--- config.mk ---
export PLATFORM = sky130hd
export DESIGN_NAME = decode_stage
export DESIGN_NICKNAME = d
export VERILOG_FILES = /design/src/rtl/decode_stage.sv
export SDC_FILE = /design/constraint.sdc
export NUM_CORES = 1
export LEC_CHECK = 0
export CAP_MARGIN = 15
export CORE_MARGIN = 2
export CORE_UTILIZATION = 46
export CTS_CLUSTER_DIAMETER = 50
export CTS_CLUSTER_SIZE = 28
export DETAILED_ROUTE_END_ITERATION = 6
export HOLD_SLACK_MARGIN = 0.03
export PLACE_DENSITY_LB_ADDON = 0.15
export SYNTH_ARGS = -nofsm -noshare
export SYNTH_HDL_FRONTEND = slang
export SYNTH_SLANG_ARGS = --single-unit
--- constraint.sdc ---
create_clock -name clk -period 2.9 [get_ports clk]
set_input_delay 0.29 -clock clk [delete_from_list [all_inputs] [get_ports clk]]
set_output_delay 0.29 -clock clk [all_outputs]
set_load 0.01 [all_outputs]
--- src/rtl/decode_stage.sv ---
// RV32I(+M) decode stage: classifies the instruction, builds the sign-extended immediate
// and execute controls, and holds the decoded bundle in a valid/ready pipeline register.
module decode_stage #(
    parameter int XLEN     = 32,
    parameter int PC_W     = 32,
    parameter bit ENABLE_M = 1'b0
) (
    input  logic            clk,
    input  logic            rst,
    input  logic            flush,
    input  logic            in_valid,
    output logic            in_ready,
    input  logic [31:0]     inst,
    input  logic [PC_W-1:0] pc,
    output logic            out_valid,
    input  logic            out_ready,
    output logic [PC_W-1:0] out_pc,
    output logic [4:0]      rs1,
    output logic [4:0]      rs2,
    output logic [4:0]      rd,
    output logic [XLEN-1:0] imm,
    output logic [2:0]      type_out,
    output logic [3:0]      alu_op,
    output logic [2:0]      funct3,
    output logic [8:0]      ctrl,
    output logic            illegal
);

    localparam logic [6:0] OPC_LOAD   = 7'b0000011;
    localparam logic [6:0] OPC_OP_IMM = 7'b0010011;
    localparam logic [6:0] OPC_JALR   = 7'b1100111;
    localparam logic [6:0] OPC_OP     = 7'b0110011;
    localparam logic [6:0] OPC_STORE  = 7'b0100011;
    localparam logic [6:0] OPC_BRANCH = 7'b1100011;
    localparam logic [6:0] OPC_JAL    = 7'b1101111;
    localparam logic [6:0] OPC_LUI    = 7'b0110111;
    localparam logic [6:0] OPC_AUIPC  = 7'b0010111;

    localparam logic [2:0] T_R   = 3'd0;
    localparam logic [2:0] T_I   = 3'd1;
    localparam logic [2:0] T_S   = 3'd2;
    localparam logic [2:0] T_SB  = 3'd3;
    localparam logic [2:0] T_UJ  = 3'd4;
    localparam logic [2:0] T_U   = 3'd5;
    localparam logic [2:0] T_ILL = 3'd7;

    localparam logic [3:0] ALU_ADD   = 4'd0;
    localparam logic [3:0] ALU_SUB   = 4'd1;
    localparam logic [3:0] ALU_SLL   = 4'd2;
    localparam logic [3:0] ALU_SLT   = 4'd3;
    localparam logic [3:0] ALU_SLTU  = 4'd4;
    localparam logic [3:0] ALU_XOR   = 4'd5;
    localparam logic [3:0] ALU_SRL   = 4'd6;
    localparam logic [3:0] ALU_SRA   = 4'd7;
    localparam logic [3:0] ALU_OR    = 4'd8;
    localparam logic [3:0] ALU_AND   = 4'd9;
    localparam logic [3:0] ALU_PASSB = 4'd10;

    // ctrl = {reg_write,mem_read,mem_write,branch,jal,jalr,alu_src_imm,pc_src_a,md_en}
    localparam logic [8:0] C_RW   = 9'h100;
    localparam logic [8:0] C_MR   = 9'h080;
    localparam logic [8:0] C_MW   = 9'h040;
    localparam logic [8:0] C_BR   = 9'h020;
    localparam logic [8:0] C_JAL  = 9'h010;
    localparam logic [8:0] C_JALR = 9'h008;
    localparam logic [8:0] C_IMM  = 9'h004;
    localparam logic [8:0] C_PCA  = 9'h002;
    localparam logic [8:0] C_MD   = 9'h001;

    logic [6:0]      opcode;
    logic [2:0]      f3;
    logic [6:0]      f7;
    logic [31:0]     imm32;
    logic            legal;
    logic            use_rs1;
    logic            use_rs2;
    logic            use_rd;
    logic [3:0]      alu_base;
    logic [2:0]      raw_type;
    logic [3:0]      raw_alu;
    logic [8:0]      raw_ctrl;

    logic [4:0]      dec_rs1;
    logic [4:0]      dec_rs2;
    logic [4:0]      dec_rd;
    logic [XLEN-1:0] dec_imm;
    logic [2:0]      dec_type;
    logic [3:0]      dec_alu;
    logic [8:0]      dec_ctrl;
    logic            dec_ill;

    assign opcode = inst[6:0];
    assign f3     = inst[14:12];
    assign f7     = inst[31:25];

    always_comb begin
        case (f3)
            3'b000:  alu_base = ALU_ADD;
            3'b001:  alu_base = ALU_SLL;
            3'b010:  alu_base = ALU_SLT;
            3'b011:  alu_base = ALU_SLTU;
            3'b100:  alu_base = ALU_XOR;
            3'b101:  alu_base = ALU_SRL;
            3'b110:  alu_base = ALU_OR;
            default: alu_base = ALU_AND;
        endcase
    end

    always_comb begin
        imm32    = 32'h0;
        legal    = 1'b0;
        use_rs1  = 1'b0;
        use_rs2  = 1'b0;
        use_rd   = 1'b0;
        raw_type = T_ILL;
        raw_alu  = ALU_ADD;
        raw_ctrl = 9'h0;
        case (opcode)
            OPC_OP: begin
                raw_type = T_R;
                use_rs1  = 1'b1;
                use_rs2  = 1'b1;
                use_rd   = 1'b1;
                raw_ctrl = C_RW;
                if (f7 == 7'h00) begin
                    legal   = 1'b1;
                    raw_alu = alu_base;
                end else if (f7 == 7'h20 && (f3 == 3'b000 || f3 == 3'b101)) begin
                    legal   = 1'b1;
                    raw_alu = (f3 == 3'b000) ? ALU_SUB : ALU_SRA;
                end else if (f7 == 7'h01 && ENABLE_M) begin
                    // M-extension sub-op travels on funct3; the ALU op stays ADD
                    legal    = 1'b1;
                    raw_ctrl = C_RW | C_MD;
                end
            end
            OPC_OP_IMM: begin
                raw_type = T_I;
                use_rs1  = 1'b1;
                use_rd   = 1'b1;
                imm32    = {{20{inst[31]}}, inst[31:20]};
                raw_ctrl = C_RW | C_IMM;
                raw_alu  = alu_base;
                if (f3 == 3'b001) begin
                    legal = (f7 == 7'h00);
                end else if (f3 == 3'b101) begin
                    legal = (f7 == 7'h00) || (f7 == 7'h20);
                    if (f7 == 7'h20) raw_alu = ALU_SRA;
                end else begin
                    legal = 1'b1;
                end
            end
            OPC_LOAD: begin
                raw_type = T_I;
                use_rs1  = 1'b1;
                use_rd   = 1'b1;
                imm32    = {{20{inst[31]}}, inst[31:20]};
                raw_ctrl = C_RW | C_MR | C_IMM;
                legal    = !(f3 == 3'b011 || f3 == 3'b110 || f3 == 3'b111);
            end
            OPC_JALR: begin
                raw_type = T_I;
                use_rs1  = 1'b1;
                use_rd   = 1'b1;
                imm32    = {{20{inst[31]}}, inst[31:20]};
                raw_ctrl = C_RW | C_JALR | C_IMM;
                legal    = (f3 == 3'b000);
            end
            OPC_STORE: begin
                raw_type = T_S;
                use_rs1  = 1'b1;
                use_rs2  = 1'b1;
                imm32    = {{20{inst[31]}}, inst[31:25], inst[11:7]};
                raw_ctrl = C_MW | C_IMM;
                legal    = (f3 <= 3'b010);
            end
            OPC_BRANCH: begin
                raw_type = T_SB;
                use_rs1  = 1'b1;
                use_rs2  = 1'b1;
                imm32    = {{20{inst[31]}}, inst[7], inst[30:25], inst[11:8], 1'b0};
                raw_alu  = ALU_SUB;
                raw_ctrl = C_BR;
                legal    = !(f3 == 3'b010 || f3 == 3'b011);
            end
            OPC_JAL: begin
                raw_type = T_UJ;
                use_rd   = 1'b1;
                imm32    = {{12{inst[31]}}, inst[19:12], inst[20], inst[30:21], 1'b0};
                raw_ctrl = C_RW | C_JAL | C_IMM | C_PCA;
                legal    = 1'b1;
            end
            OPC_LUI: begin
                raw_type = T_U;
                use_rd   = 1'b1;
                imm32    = {inst[31:12], 12'h000};
                raw_alu  = ALU_PASSB;
                raw_ctrl = C_RW | C_IMM;
                legal    = 1'b1;
            end
            OPC_AUIPC: begin
                raw_type = T_U;
                use_rd   = 1'b1;
                imm32    = {inst[31:12], 12'h000};
                raw_ctrl = C_RW | C_IMM | C_PCA;
                legal    = 1'b1;
            end
            default: legal = 1'b0;
        endcase
        if (inst[1:0] != 2'b11) legal = 1'b0;
    end

    // An illegal word carries no operands or controls, only the trap flag
    always_comb begin
        dec_ill  = !legal;
        dec_rs1  = (legal && use_rs1) ? inst[19:15] : 5'd0;
        dec_rs2  = (legal && use_rs2) ? inst[24:20] : 5'd0;
        dec_rd   = (legal && use_rd)  ? inst[11:7]  : 5'd0;
        dec_imm  = legal ? XLEN'($signed(imm32)) : '0;
        dec_type = legal ? raw_type : T_ILL;
        dec_alu  = legal ? raw_alu  : ALU_ADD;
        dec_ctrl = legal ? raw_ctrl : 9'h0;
    end

    logic            out_valid_q, out_valid_d;
    logic [PC_W-1:0] out_pc_q, out_pc_d;
    logic [4:0]      rs1_q, rs1_d, rs2_q, rs2_d, rd_q, rd_d;
    logic [XLEN-1:0] imm_q, imm_d;
    logic [2:0]      type_q, type_d, funct3_q, funct3_d;
    logic [3:0]      alu_q, alu_d;
    logic [8:0]      ctrl_q, ctrl_d;
    logic            illegal_q, illegal_d;
    logic            accept;

    assign in_ready = !out_valid_q || out_ready;
    assign accept   = in_valid && in_ready;

    // Data registers load on any accept; flush only has to suppress the valid bit
    always_comb begin
        if (flush)          out_valid_d = 1'b0;
        else if (accept)    out_valid_d = 1'b1;
        else if (out_ready) out_valid_d = 1'b0;
        else                out_valid_d = out_valid_q;
        out_pc_d  = accept ? pc       : out_pc_q;
        rs1_d     = accept ? dec_rs1  : rs1_q;
        rs2_d     = accept ? dec_rs2  : rs2_q;
        rd_d      = accept ? dec_rd   : rd_q;
        imm_d     = accept ? dec_imm  : imm_q;
        type_d    = accept ? dec_type : type_q;
        alu_d     = accept ? dec_alu  : alu_q;
        funct3_d  = accept ? f3       : funct3_q;
        ctrl_d    = accept ? dec_ctrl : ctrl_q;
        illegal_d = accept ? dec_ill  : illegal_q;
    end

    always_ff @(posedge clk) begin
        if (rst) begin
            out_valid_q <= 1'b0;
            out_pc_q    <= '0;
            rs1_q       <= '0;
            rs2_q       <= '0;
            rd_q        <= '0;
            imm_q       <= '0;
            type_q      <= '0;
            alu_q       <= '0;
            funct3_q    <= '0;
            ctrl_q      <= '0;
            illegal_q   <= 1'b0;
        end else begin
            out_valid_q <= out_valid_d;
            out_pc_q    <= out_pc_d;
            rs1_q       <= rs1_d;
            rs2_q       <= rs2_d;
            rd_q        <= rd_d;
            imm_q       <= imm_d;
            type_q      <= type_d;
            alu_q       <= alu_d;
            funct3_q    <= funct3_d;
            ctrl_q      <= ctrl_d;
            illegal_q   <= illegal_d;
        end
    end

    assign out_valid = out_valid_q;
    assign out_pc    = out_pc_q;
    assign rs1       = rs1_q;
    assign rs2       = rs2_q;
    assign rd        = rd_q;
    assign imm       = imm_q;
    assign type_out  = type_q;
    assign alu_op    = alu_q;
    assign funct3    = funct3_q;
    assign ctrl      = ctrl_q;
    assign illegal   = illegal_q;

endmodule
After elaboration in Yosys (flattened, before gate mapping)
Index checks and enable logic that the tools add are counted.
{"block": "word_totals", "out_inout_bits": 101, "register_bits": 100}
{"block": "op_classes", "n_eq_ne": 18, "mux": 29, "reduce_logical": 26, "magnitude_cmp": 1}
{"cell": "$pmux 32 s5", "n": 1}
{"cell": "$pmux 9 s8", "n": 1}
{"cell": "$mux 32", "n": 1}
{"cell": "$eq 7x6->1 const B", "n": 4}
{"cell": "$pmux 4 s7", "n": 1}
{"cell": "$eq 7x7->1 const B", "n": 3}
{"cell": "$mux 4", "n": 5}
{"cell": "$pmux 3 s6", "n": 1}
{"cell": "$pmux 4 s4", "n": 1}
{"cell": "$mux 5", "n": 3}
{"cell": "$eq 7x5->1 const B", "n": 2}
{"cell": "$eq 3x3->1 const B", "n": 4}
{"cell": "$mux 1", "n": 10}
{"cell": "$mux 3", "n": 3}
{"cell": "$mux 9", "n": 1}
{"cell": "$reduce_or 3->1", "n": 3}
{"cell": "$eq 7x2->1 const B", "n": 1}
{"cell": "$logic_not 7->1", "n": 1}
{"cell": "$pmux 1 s7", "n": 1}
{"cell": "$reduce_or 7->1", "n": 1}
{"cell": "$eq 3x2->1 const B", "n": 2}
{"cell": "$logic_or 1x1->1", "n": 6}
{"cell": "$reduce_or 2->1", "n": 3}
{"cell": "$reduce_or 6->1", "n": 1}
{"cell": "7 further kinds", "n": 14}

Depth between registers and ports, before layout
{"block": "logic_depth", "word_depth": 9, "depth_mapped": 8}

Worst setup path after synthesis
Ideal clock, no wire load.
{"block": "synth_path", "kind": "input to register", "from": "in inst[13]", "to": "reg rd_q[0], in the netlist rd[0]", "required_time_ns": 2.783, "path_stages": 8, "path_slack_ns": 1.142, "arrival_ns": 1.641, "setup_time_ns": 0.117, "path_buffers": 3, "cell_sequence": "buf_4 -> nand3b_4 -> a31oi_2 -> o31ai_4 -> o31a_1 -> buf_6 -> buf_6 -> a32o_1"}
{"block": "synth_via", "elab_chain_len": 9, "elab_cells_between_ends": 23, "classes_between": "order compare (1); eq/ne (6); mux (7); reduce/logical (9)"}
{"item": "start, declared", "line": "13", "text": "input logic [31:0] inst,"}
{"item": "$eq 3x3->1 or $logic_not 3->1 (tied branches)", "line": "128, 146, 167"}
{"item": "$logic_or 1x1->1", "line": "128", "text": "end else if (f7 == 7'h20 && (f3 == 3'b000 || f3 == 3'b101)) begin"}
{"item": "$logic_and 1x1->1", "line": "128"}
{"item": "$mux 1", "line": "128"}
{"item": "$mux 1", "line": "125", "text": "if (f7 == 7'h00) begin"}
{"item": "$pmux 1 s7 *", "line": "118", "text": "case (opcode)"}
{"item": "$mux 1 *", "line": "210", "text": "if (inst[1:0] != 2'b11) legal = 1'b0;"}
{"item": "$logic_and 1x1->1 *", "line": "218", "text": "dec_rd = (legal && use_rd) ? inst[11:7] : 5'd0;"}
{"item": "$mux 5 *", "line": "218"}
{"item": "end signal, assigned", "line": "274", "text": "rd_q <= rd_d;"}
{"item": "end, declared", "line": "227", "text": "logic [4:0] rs1_q, rs1_d, rs2_q, rs2_d, rd_q, rd_d;"}
Mark *: on every way between the ends. The rest lies on a longest branch, timed or not.
A chain may end at the register's enable or synchronous reset.

Final worst setup path
{"block": "layout_path", "from": "in inst[14]", "to": "reg rd_q[1], in the netlist rd[1]"}
The elaborated chain is that of the path after synthesis.

==> impl_results.md <==
- Post-Place Cells: 730
- Grt met2 use: between 30% and 40%
- Starting DRT DRC Count: about 220
- Clk pwr share: ~34%
- Number of hold buffers added after cts: 0
- Initial Utilization: 47.5%
- Most frequent cells in the layout: clkdlybuf4s50_1, nand2_1, dfxtp_1, a21oi_1, a32o_1
- Most common cell after layout, fill and taps aside: clkdlybuf4s50_1
- Slowest-stage cell, CP: clkdlybuf4s50_1
- Vias in the first global route: 3832
- Post-synth top area share: 47.8%
- Final global-route overflow total: 0
- CORE AREA: between 0.008 and 0.009 sq mm
- NetSw: ~0.0007 W
- CP Data Arrival Time: roughly 2400 ps
- Internal power: 0.00202 W
- Vias per cell: 5.41
- Share of layout cells above drive strength 1: 7.68%
- GRT Resource Usage Total: 24.4%
- Post-DP HPWL: 9.17 mm
- Antenna violations before repair: 0
- Logic pwr share: about 14%
- Synth Cell Area: roughly 0.0041 sq mm
- Routability cong.: 0.874
- CP Cell Sequence: clkdlybuf4s50_1 > nand2b_1 > a31oi_2 > o31ai_4 > o31a_1 > buf_12 > a32o_1
- Wirelength per Cell: 16.6 um
- RSZ-0062 raised after global routing: no
- Setup bufs post-CTS: 0
- Seq/Total Area, Yosys: 47.8%
- FF-to-FF Start: out_valid
- CTS Buffer Depth: 2
- H-tree depth: 3
- Residual DRC: 0
- Required time of the critical path: 3160 ps
- Avg Cell Area, Syn: roughly 8.6 sq um
- Post-CTS resize count: 0
- Syn Inst Count: 481
- WS Path Type: in2reg
- Site Rows: 34
- GR peak layer: met2
- I/O pins: 170
- Crit Path Max Fanout: 26
- Yosys warns: 0
- Root buf cell: clkbuf_8
- Final WS setup: around 730 ps
- Die Area: a little under 0.01 sq mm
- Post-route setup TNS: 0 ps
- Die Ht: about 100 um
- Leak pwr: roughly 2.2 nW
- CTS Buf Count: 9
- CP startpoint: inst[14]
- Latest clock arrival within the worst-skew pair: 360 ps
- Die Wd: 98.9 um
- Worst slew pin tran: 542 ps
- Switching Share: 25.8%
- Post-DRT Antenna Nets: 0
- Final setup fails: 0
- Port bufs: 168
- Slew margin rel.: 63.8%
- Met3 Resource Use GR: 7.09%
- Sequential power share: 51.7%
- Startpoint type of the worst setup path: input port
- Post-Route WL: 12.4 mm
- Met1 usage: 32.1%
- Fin cells: 746
- Pin count of the biggest net entering global routing: 38
- Layout Nets: 702
- Yosys top cell by area: dfxtp_1
- Hold wc startpoint: alu_op[3]
- Setup WS pre-CTS: 400 ps
- Crit path capture type: flip-flop
- CP top delay family: compound AO/OA/AOI/OAI gates
- Final Util: 69.9%
- Worst hold slack: 452 ps
- Syn Nets: 550
- Clk_skew: around 12 ps
- Hold violation count in the final report: 0
- PwrDens: around 450 mW/mm^2
- CTS Sinks: 99
- Synth top area cells: dfxtp_1, nand2_1, a21oi_1, a32o_1, o21ai_0
- Netlist cell types: 54
- Buf/Inv on CP: 2
- CTS tree: yes
- # diodes: 0
- Worst VDD drop: 0.000265 V
- Via Count: between 4000 and 5000
- Area Overhead vs Synth: 47.0%
- Max Cap Viol: 0
- Max-slew violations: 0
- First-pass GRT wire length: just under 20 mm
- Crit path largest cell delay: ~700 ps
- Number of synthesized register bits: just under 100
- CTS clock-pin slew for the worst setup and hold paths: roughly 90 ps
- Final min period: between 2000 and 2500 ps
- Hold Path Class: reg2reg
- DRT Pass-1 Iters: 4
- Fmax: 461 MHz
- Fin crit share: 74.8%
- Run status: completed
==> cells by family (layout without fill, tap and decap cells) <==
logic type / after synthesis / after routing / share of synthesized area [%]
other: 1 / 1 / 0.0904
buffers and inverters: 47 / 204 / 5.55
muxes: 1 / 1 / 0.272
DFF: 99 / 99 / 47.8
xor gates and xnor gates: 1 / 1 / 0.211
and+or+nand+nor: 172 / 172 / 20.1
AOI/OAI and AO/OA: 160 / 160 / 26.0
==> synthesized netlist by cell type, drive strengths merged <==
library cell,instances
a2111oi,1
a211oi,2
a21o,1
a21oi,61
a221oi,2
a22o,6
a22oi,5
a311oi,3
a31oi,2
a32o,24
and2,3
and3,1
and3b,4
and4,1
and4b,1
buf,16
clkbuf,24
conb,1
dfxtp,99
inv,7
mux2,1
nand2,119
nand2b,4
nand3,3
nand3b,4
nand4,2
nor2,15
nor2b,4
nor3,6
nor3b,1
nor4,1
o211ai,2
o21a,2
o21ai,39
o31a,1
o31ai,6
o32ai,3
or2,1
or3,2
xnor2,1
==> metal layers <==
metal | part of all wire [%] | vias to the layer above
met5 | 0 | -
met4 | 1.7 | 0
met3 | 6.8 | 14
met2 | 49 | 141
met1 | 43 | 1878
li1 | - | 2005
==> layout make-up <==
cell class | instances | area, sq um
Sequential cell | 99 | 1980
Timing Repair Buffer | 181 | 1790
Fill cell | 694 | 2620
Inverter | 7 | 26.3
Multi-Input combinational cell | 335 | 1950
Tap cell | 108 | 135
Clock buffer | 10 | 138
Clock inverter | 6 | 72.6
==> worst reg2reg max path, stage by stage, from the launching register on <==
cell      delay, ps
dfxtp_1         350
nand2b_1        100
and2_2          340
nor2_4          480
buf_4           450
a22o_1          210
==> final timing paths <==
kind,to,slack [ps],depth (start not counted)
setup / recovery,rd[1],730,7
setup reg to reg,alu_op[2],940,5
hold reg to reg,alu_op[3],450,2
hold / removal,alu_op[3],450,2
==> flip-flops by register name (all words and copies together) (netlist names) <==
name,flops
imm,32
funct3,3
ctrl,8
rs2,5
type_out,3
out_valid,1
rd,5
alu_op,4
illegal,1
rs1,5
out_pc,32
==> per-stage QoR <==
stage	power, W	area, sq um
3_5_place_dp	0.00182	5890
3_3_place_gp	0.00182	5890
4_1_cts	0.00273	6100
5_1_grt	0.00282	6100
2_1_floorplan	0.00161	4150
6_report	0.00272	6100
==> power groups by stage <==
stage / logic (W) / clock network (W) / registers (W)
final: 0.000385 / 0.000928 / 0.00141
after global routing: 0.000415 / 0.000993 / 0.00141
after CTS: 0.000385 / 0.000942 / 0.00141
after detailed placement: 0.000383 / 0 / 0.00144
after global placement: 0.000378 / 0 / 0.00144
after floorplan: 0.000152 / 0 / 0.00146
No activity file was read; power rests on OpenSTA's default activity.
